File: config.mk
export PLATFORM = sky130hd
export DESIGN_NAME = stream_demux_1_2
export DESIGN_NICKNAME = d
export VERILOG_FILES = /design/src/rtl/stream_demux_1_2.sv
export SDC_FILE = /design/constraint.sdc
export NUM_CORES = 1
export LEC_CHECK = 0
export BUFFER_PORTS_ARGS = -buffer_cell sky130_fd_sc_hd__buf_2
export CORE_MARGIN = 1
export CORE_UTILIZATION = 31
export CTS_BUF_LIST = sky130_fd_sc_hd__clkbuf_8
export CTS_CLUSTER_DIAMETER = 200
export DETAILED_ROUTE_END_ITERATION = 8
export GPL_ROUTABILITY_DRIVEN = 0
export PLACE_DENSITY = 0.61
export SETUP_SLACK_MARGIN = 0.02
export SYNTH_ARGS = -nofsm -noshare
export SYNTH_HDL_FRONTEND = slang
export SYNTH_SLANG_ARGS = --single-unit
File: constraint.sdc
create_clock -name clk -period 2.02 [get_ports clk]
set_input_delay 0.404 -clock clk [delete_from_list [all_inputs] [get_ports clk]]
set_output_delay 0.404 -clock clk [all_outputs]
set_load 0.01 [all_outputs]
File: src/rtl/stream_demux_1_2.sv
// 1-to-2 valid/ready stream demultiplexer with an independent 2-entry FIFO per output port.
// Define DEMUX_CNT_EN to add saturating 8-bit delivered-word counters (cnt0/cnt1).
module stream_demux_1_2 #(
    parameter int DATA_W = 8
) (
    input  logic              clk,
    input  logic              rst_n,
    input  logic              in_valid,
    output logic              in_ready,
    input  logic              in_sel,
    input  logic [DATA_W-1:0] in_data,
`ifdef DEMUX_CNT_EN
    output logic [7:0]        cnt0,
    output logic [7:0]        cnt1,
`endif
    output logic              out0_valid,
    input  logic              out0_ready,
    output logic [DATA_W-1:0] out0_data,
    output logic              out1_valid,
    input  logic              out1_ready,
    output logic [DATA_W-1:0] out1_data
);

    typedef enum logic [1:0] {
        ST_EMPTY = 2'd0,
        ST_ONE   = 2'd1,
        ST_FULL  = 2'd2
    } fifo_state_e;

    logic [1:0] out_ready_w;
    logic [1:0] full_w;

    assign out_ready_w = {out1_ready, out0_ready};

    // Readiness comes only from the selected FIFO's occupancy, never from downstream ready.
    assign in_ready = ~full_w[in_sel];

    for (genvar gi = 0; gi < 2; gi++) begin : g_port
        fifo_state_e       state_q, state_d;
        logic [DATA_W-1:0] head_q, head_d;
        logic [DATA_W-1:0] tail_q, tail_d;
        logic              push;
        logic              pop;

        assign push = in_valid && in_ready && (in_sel == 1'(gi));
        assign pop  = (state_q != ST_EMPTY) && out_ready_w[gi];

        always_comb begin
            state_d = state_q;
            head_d  = head_q;
            tail_d  = tail_q;
            unique case (state_q)
                ST_EMPTY: begin
                    if (push) begin
                        state_d = ST_ONE;
                        head_d  = in_data;
                    end
                end
                ST_ONE: begin
                    if (push && pop) begin
                        head_d = in_data;
                    end else if (push) begin
                        state_d = ST_FULL;
                        tail_d  = in_data;
                    end else if (pop) begin
                        state_d = ST_EMPTY;
                    end
                end
                ST_FULL: begin
                    // push cannot happen here: in_ready is low while this port is selected
                    if (pop) begin
                        state_d = ST_ONE;
                        head_d  = tail_q;
                    end
                end
                default: state_d = ST_EMPTY;
            endcase
        end

        always_ff @(posedge clk or negedge rst_n) begin
            if (!rst_n) begin
                state_q <= ST_EMPTY;
                head_q  <= '0;
                tail_q  <= '0;
            end else begin
                state_q <= state_d;
                head_q  <= head_d;
                tail_q  <= tail_d;
            end
        end

        assign full_w[gi] = (state_q == ST_FULL);

`ifdef DEMUX_CNT_EN
        logic [7:0] cnt_q, cnt_d;

        always_comb begin
            cnt_d = cnt_q;
            if (pop && (cnt_q != 8'hFF)) begin
                cnt_d = cnt_q + 8'd1;
            end
        end

        always_ff @(posedge clk or negedge rst_n) begin
            if (!rst_n) begin
                cnt_q <= 8'd0;
            end else begin
                cnt_q <= cnt_d;
            end
        end
`endif
    end

    assign out0_valid = (g_port[0].state_q != ST_EMPTY);
    assign out1_valid = (g_port[1].state_q != ST_EMPTY);
    assign out0_data  = g_port[0].head_q;
    assign out1_data  = g_port[1].head_q;

`ifdef DEMUX_CNT_EN
    assign cnt0 = g_port[0].cnt_q;
    assign cnt1 = g_port[1].cnt_q;
`endif

endmodule
==> run_results.csv, run 1 <==
group,metric,value,unit
clock_tree,ctsHtreeMaxLevel,2,
finish,antenna_cells_inserted,0,
power,leakagePower,0.000912,uW
power,share_clk_of_total_power,0.241,
global_route,grt_max_degree,37,
global_route,grt_antenna_before_repair,0,
synth,synth.avg_cell_area,15.2,um^2
timing,min_period_over_period,0.910,
floorplanning,die_area,5800,um^2
finish,drive_above_1_share,0.642,
routing,routed_wire_length_per_instance,13.9,um
timing,setup_repair_after_global_routing_missed_its_margin,"no",
placed_design,place_area,1930,um^2
setup_path,crit_arrival,1.43,ns
synth,syn-instance-count,112,
power,totalPowerFinal,2120,uW
floorplanning,core,5200,um^2
timing,maxSlewHeadroom,0.472,
routing,drt.antenna.violating_nets,0,
synth,yosys.cell_types.count,19,
clock_tree,clkSlewWorstSetupHoldPaths,0.07,ns
placed_design,post-dp-hpwl,2310,um
clock_tree,worstSkewPairLatency,0.29,ns
floorplanning,std_cell_rows,26,
clock_tree,cts.sink_count,36,
synth,synth_sequential_area_ratio,0.528,
global_route,gr_ovfl_total,0,
finish,nFillCells,522,
timing,report.final.hold_viol_count,0,
status,outcome,"finished, final reports clean",
setup_path,worst-setup-path-type,"reg2out",
floorplanning,initial_core_util,0.328,
routing,vias,1020,
routing,first_pass_iters,4,
power,power.share.switching,0.274,
timing,final.setup.tns,0,ns
setup_path,crit_fanout,10,
routing,drc_markers,0,
finish,multi_input_comb_area,763,um^2
finish,area.sequential,901,um^2
clock_tree,clock_path_buffers,2,
power,combinationalPowerShare,0.253,
clock_tree,cts_hold_repair.buffers,0,
setup_path,crit_required,1.62,ns
power,netSwitchingPower,581,uW
timing,maxClockFrequency,0.544,GHz
clock_tree,cts_inserted_buffers,5,
timing,whs,0.198,ns
power,pwr_dens,1050,nW/um^2
timing,final_report_setup_violation_count,0,
finish,area_delta_synth_final,18.7,%
routing,first_iter_violations,69,
synth,synth.yosys.warnings,0,
min_path,hold_path.class,"in2async",
floorplanning,dieHeight,76.2,um
global_route,grt_first_pass_wirelength,5310,um
setup_path,crit_path_end_kind,"primary output",
routing,post_drt_via_cell_ratio,4.62,
clock_tree,number_of_buffers_inserted_to_repair_setup_after_cts,0,
clock_tree,cts_tree,"done",
placed_design,numPortBuffers,32,
finish,design_area,2020,um^2
finish,finalNetCount,164,
synth,cell_area_after_synthesis,1710,um^2
global_route,track_usage,0.117,
floorplanning,design.portCount,33,
timing,period_needed,1.84,ns
synth,postSynthNetCount,126,
setup_path,cp-start-kind,"flop",
timing,slew_viol_final,0,
clock_tree,cts_root_buf,"sky130_fd_sc_hd__clkbuf_8",
power,worst_vdd_rail_ir_drop,0.488,mV
power,share_seq_of_total_power,0.506,
clock_tree,cts-resized-gates,0,
power,cell_internal_pwr,1540,uW
run,max_cap_viol_count,0,
floorplanning,dieWidth,76.2,um
global_route,first_global_vias,1086,
routing,drt-total-wl,3070,um
timing,finClkSkew,0.00278,ns
finish,final_core_util,0.389,
timing,worst_slew_pin_slew,0.792,ns
synth,postSynthRegisterBits,36,
[cell families after synthesis]
family                 share of synthesized area
multiplexers                               0.335
flip-flops                                 0.528
AND/OR/NAND/NOR                           0.0668
AO/OA/AOI/OAI                             0.0403
buffers and inverters                     0.0242
XOR/XNOR                                 0.00514
[final timing paths]
kind	cells past startpoint	to	slack (ns)	from
worst min-delay path	1	out1_data[6]	0.20	rst_n
worst min register to register	1	g_port[1].tail_q[7]	0.50	g_port[1].tail_q[7]
worst max-delay path	4	in_ready	0.18	g_port[0].state_q[1]
max in group asynchronous	1	out0_data[7]	1.32	rst_n
min in group clk	2	g_port[1].tail_q[3]	0.39	in_data[3]
worst max register to register	4	out1_data[3]	0.40	g_port[1].state_q[1]
[through the flow]
| stage | std cells | setup slack (ns) |
|---|---|---|
| 2_1_floorplan | 112 | 0.530 |
| 4_1_cts | 221 | 0.171 |
| 5_1_grt | 221 | 0.113 |
| 3_5_place_dp | 213 | 0.270 |
| 3_3_place_gp | 213 | 0.305 |
| 6_report | 221 | 0.181 |
[power by group through the flow]
stage / clock (uW) / sequential (uW) / combinational (uW)
2_1_floorplan: 0 / 1110 / 319
3_3_place_gp: 0 / 1070 / 527
3_5_place_dp: 0 / 1090 / 547
4_1_cts: 527 / 1070 / 549
5_1_grt: 561 / 1100 / 590
6_report: 509 / 1070 / 536
[cells in the final DEF (no fill, tap or decap)]
cell type / count
sky130_fd_sc_hd__nor2b_1: 3
sky130_fd_sc_hd__and2b_2: 1
sky130_fd_sc_hd__a21o_1: 2
sky130_fd_sc_hd__nor3b_4: 1
sky130_fd_sc_hd__dfrtp_1: 36
sky130_fd_sc_hd__nand2b_4: 1
sky130_fd_sc_hd__nor3_4: 1
sky130_fd_sc_hd__buf_2: 32
sky130_fd_sc_hd__nand2b_1: 1
sky130_fd_sc_hd__nand3b_1: 2
sky130_fd_sc_hd__inv_1: 4
sky130_fd_sc_hd__nand2_1: 1
sky130_fd_sc_hd__mux2_2: 49
sky130_fd_sc_hd__o21ai_0: 1
sky130_fd_sc_hd__mux2i_1: 2
sky130_fd_sc_hd__or2_2: 2
sky130_fd_sc_hd__buf_4: 2
sky130_fd_sc_hd__xnor2_1: 1
sky130_fd_sc_hd__clkbuf_8: 6
sky130_fd_sc_hd__o31ai_4: 2
sky130_fd_sc_hd__o22ai_1: 1
[flip-flops by register name (all words and copies together) (netlist names)]
name and flops:
g_port.tail_q 16, out1_data 8, out0_data 8, g_port.state_q 4
[critical path: stages (launching register included)]
cell and delay [ns]:
sky130_fd_sc_hd__dfrtp_1 0.48, sky130_fd_sc_hd__nor2b_1 0.18, sky130_fd_sc_hd__buf_4 0.18, sky130_fd_sc_hd__mux2i_1 0.15, sky130_fd_sc_hd__buf_2 0.16
[cells in the mapped netlist]
cell | instances | share of area
sky130_fd_sc_hd__a21o_1 | 2 | 0.0088
sky130_fd_sc_hd__and2b_2 | 1 | 0.0051
sky130_fd_sc_hd__buf_6 | 3 | 0.020
sky130_fd_sc_hd__dfrtp_1 | 36 | 0.53
sky130_fd_sc_hd__inv_1 | 2 | 0.0044
sky130_fd_sc_hd__mux2_2 | 49 | 0.32
sky130_fd_sc_hd__mux2i_1 | 2 | 0.012
sky130_fd_sc_hd__nand2_1 | 1 | 0.0022
sky130_fd_sc_hd__nand2b_1 | 1 | 0.0037
sky130_fd_sc_hd__nand2b_4 | 1 | 0.0081
sky130_fd_sc_hd__nand3b_1 | 2 | 0.0088
sky130_fd_sc_hd__nor2b_1 | 3 | 0.011
sky130_fd_sc_hd__nor3_4 | 1 | 0.0095
sky130_fd_sc_hd__nor3b_4 | 1 | 0.011
sky130_fd_sc_hd__o21ai_0 | 1 | 0.0029
sky130_fd_sc_hd__o22ai_1 | 1 | 0.0037
sky130_fd_sc_hd__o31ai_4 | 2 | 0.025
sky130_fd_sc_hd__or2_2 | 2 | 0.0073
sky130_fd_sc_hd__xnor2_1 | 1 | 0.0051
[final cells by class]
| class | count | share of cell area |
|---|---|---|
| sequential | 36 | 0.445 |
| multi-input combinational | 71 | 0.377 |
| timing repair buffer | 34 | 0.0865 |
| tap | 70 | 0.0433 |
| clock buffer | 6 | 0.0408 |
| clock inverter | 2 | 0.00371 |
| inverter | 2 | 0.00371 |
[per-layer routing]
| metal | track usage | share of wire | up-vias | wire (um) |
|---|---|---|---|---|
| met1 | 0.145 | 0.45 | 512 | 1370 |
| met2 | 0.189 | 0.49 | 25 | 1510 |
| met5 | 0 | 0 | - | 0 |
| met3 | 0.0407 | 0.049 | 5 | 151 |
| li1 | - | - | 478 | - |
| met4 | 0.0404 | 0.011 | 0 | 35 |
No activity file was read; power rests on OpenSTA's default activity.
==> inputs of run 2 (changes only) <==
Settings changed: CORE_MARGIN 1 to 2, CORE_UTILIZATION 31 to 56, PLACE_DENSITY 0.61 to 0.92.
==> run 2 against run 1 <==
Global-route usage grew 7.9 points. Die area shrank 40%. First-iteration DRC count shrank 64%. Non-clock buffer count is the same.
==> run_results.csv, run 2 (synthesis gave the netlist of run 1 again) <==
group,metric,value,unit
global_route,track_usage,0.196,
finish,leading_cell_types_in_the_layout_fill_and_taps_excluded,"49 x sky130_fd_sc_hd__mux2_2, 36 x sky130_fd_sc_hd__dfrtp_1, 32 x sky130_fd_sc_hd__buf_2",
setup_path,cp-start-kind,"flop",
global_route,grt_antenna_before_repair,0,
timing,maxClockFrequency,0.553,GHz
finish,largest_reg_by_ff_count,"g_port.tail_q",
timing,slew_viol_final,0,
routing,routed_wire_length_per_instance,15.6,um
setup_path,r2r_slack,0.42,ns
floorplanning,initial_core_util,0.573,
power,worst_vdd_rail_ir_drop,0.603,mV
global_route,grt_max_degree,37,
routing,drt-total-wl,2860,um
routing,first_pass_iters,4,
finish,commonest_non_fill_non_tap_cell_in_the_layout,"sky130_fd_sc_hd__mux2_2",
clock_tree,cts_hold_repair.buffers,0,
power,netSwitchingPower,589,uW
power,share_seq_of_total_power,0.505,
finish,area_delta_synth_final,16.1,%
clock_tree,worstSkewPairLatency,0.29,ns
timing,final.setup.tns,0,ns
floorplanning,std_cell_rows,20,
floorplanning,core,2980,um^2
timing,finClkSkew,0.00483,ns
min_path,hold_path.class,"in2async",
run,max_cap_viol_count,0,
clock_tree,number_of_buffers_inserted_to_repair_setup_after_cts,0,
timing,setup_repair_after_global_routing_missed_its_margin,"no",
clock_tree,cts_root_buf,"sky130_fd_sc_hd__clkbuf_8",
power,combinationalPowerShare,0.250,
global_route,first_global_vias,1082,
floorplanning,dieWidth,59.2,um
global_route,gr_ovfl_total,0,
setup_path,timing.critical_path.from,"g_port[1].state_q[1]",
floorplanning,dieHeight,59.2,um
routing,drt.antenna.violating_nets,0,
clock_tree,clock_path_buffers,2,
power,pwr_dens,1070,nW/um^2
power,leakagePower,0.000909,uW
clock_tree,cts_tree,"done",
placed_design,place_area,1890,um^2
routing,drc_markers,0,
timing,worst_slew_pin_slew,0.772,ns
placed_design,dp_worst_setup_slack,0.255,ns
clock_tree,cts-resized-gates,0,
floorplanning,design.portCount,33,
clock_tree,cts_inserted_buffers,5,
routing,post_drt_via_cell_ratio,5.64,
finish,largest_register_ffs,16,
setup_path,crit_required,1.62,ns
floorplanning,die_area,3500,um^2
global_route,grt_first_pass_wirelength,4930,um
finish,drive_above_1_share,0.656,
setup_path,crit_path_end_kind,"primary output",
placed_design,post-dp-hpwl,2140,um
timing,finalWorstSetupSlack,0.210,ns
status,outcome,"finished, final reports clean",
timing,maxSlewHeadroom,0.485,
finish,antenna_cells_inserted,0,
finish,final_core_util,0.665,
placed_design,numPortBuffers,32,
finish,finalNetCount,164,
timing,min_period_over_period,0.896,
power,share_clk_of_total_power,0.246,
setup_path,worst-setup-path-type,"reg2out",
setup_path,critical_path.endpoint,"in_ready",
clock_tree,ctsHtreeMaxLevel,2,
power,power.share.switching,0.277,
setup_path,crit_arrival,1.41,ns
power,cell_internal_pwr,1540,uW
clock_tree,cts.sink_count,36,
routing,vias,1038,
timing,report.final.hold_viol_count,0,
setup_path,crit_fanout,10,
setup_path,worst_r2r_path_depth,4,
timing,final_report_setup_violation_count,0,
finish,design_area,1980,um^2
clock_tree,clkSlewWorstSetupHoldPaths,0.07,ns
setup_path,worstReg2RegStart,"g_port[0].state_q[1]",
timing,period_needed,1.81,ns
routing,first_iter_violations,25,
setup_path,crit-reg2reg-capture,"out0_data[3]",
[run 2: changes by cell type in the layout (fill, tap and decap cells not counted)]
cell,before,now
sky130_fd_sc_hd__clkinv_2,0,2
sky130_fd_sc_hd__inv_1,4,2
[run 2: cell type report]
type,count,area [um^2]
timing repair buffer,34,175
inverter,2,7.51
sequential,36,901
clock buffer,6,82.6
clock inverter,2,10.0
fill,229,997
multi-input combinational,71,763
tap,33,41.3
[run 2: worst min-delay path by stage]
stage | end | slack, ns | cells past startpoint
CTS | g_port[1].tail_q[1] | 0.21 | 1
global placement | g_port[1].tail_q[6] | 0.48 | 1
global route | out1_data[6] | 0.26 | 1
floorplan | g_port[0].state_q[0] | 0.11 | 0
detailed placement | g_port[0].tail_q[4] | 0.49 | 1
finish | g_port[1].state_q[0] | 0.19 | 1
[run 2: power by group through the flow]
stage	combinational [uW]	clock (uW)	sequential, uW
after floorplan	319	0	1110
after global placement	521	0	1070
after detailed placement	543	0	1090
after CTS	543	539	1080
after global routing	581	568	1110
final	532	523	1070
[run 2: critical path, cell delays in order (launching register included)]
cell	delay (ns)
sky130_fd_sc_hd__dfrtp_1	0.48
sky130_fd_sc_hd__nor2b_1	0.17
sky130_fd_sc_hd__buf_4	0.18
sky130_fd_sc_hd__mux2i_1	0.14
sky130_fd_sc_hd__buf_2	0.15
[run 2: per-stage QoR]
stage	power (uW)	instances	hold slack (ns)
floorplan	1430	112	0.108
global placement	1590	176	0.483
detailed placement	1630	176	0.492
CTS	2160	184	0.214
global route	2260	184	0.259
finish	2130	184	0.189
[run 2: routing by layer]
metal / wire length (um) / vias up / track usage / part of all wire
met1: 1190 / 509 / 0.226 / 0.42
met3: 150 / 12 / 0.0568 / 0.052
met4: 88 / 0 / 0.117 / 0.031
met2: 1430 / 34 / 0.320 / 0.50
li1: - / 483 / - / -
met5: 0 / - / 0 / 0
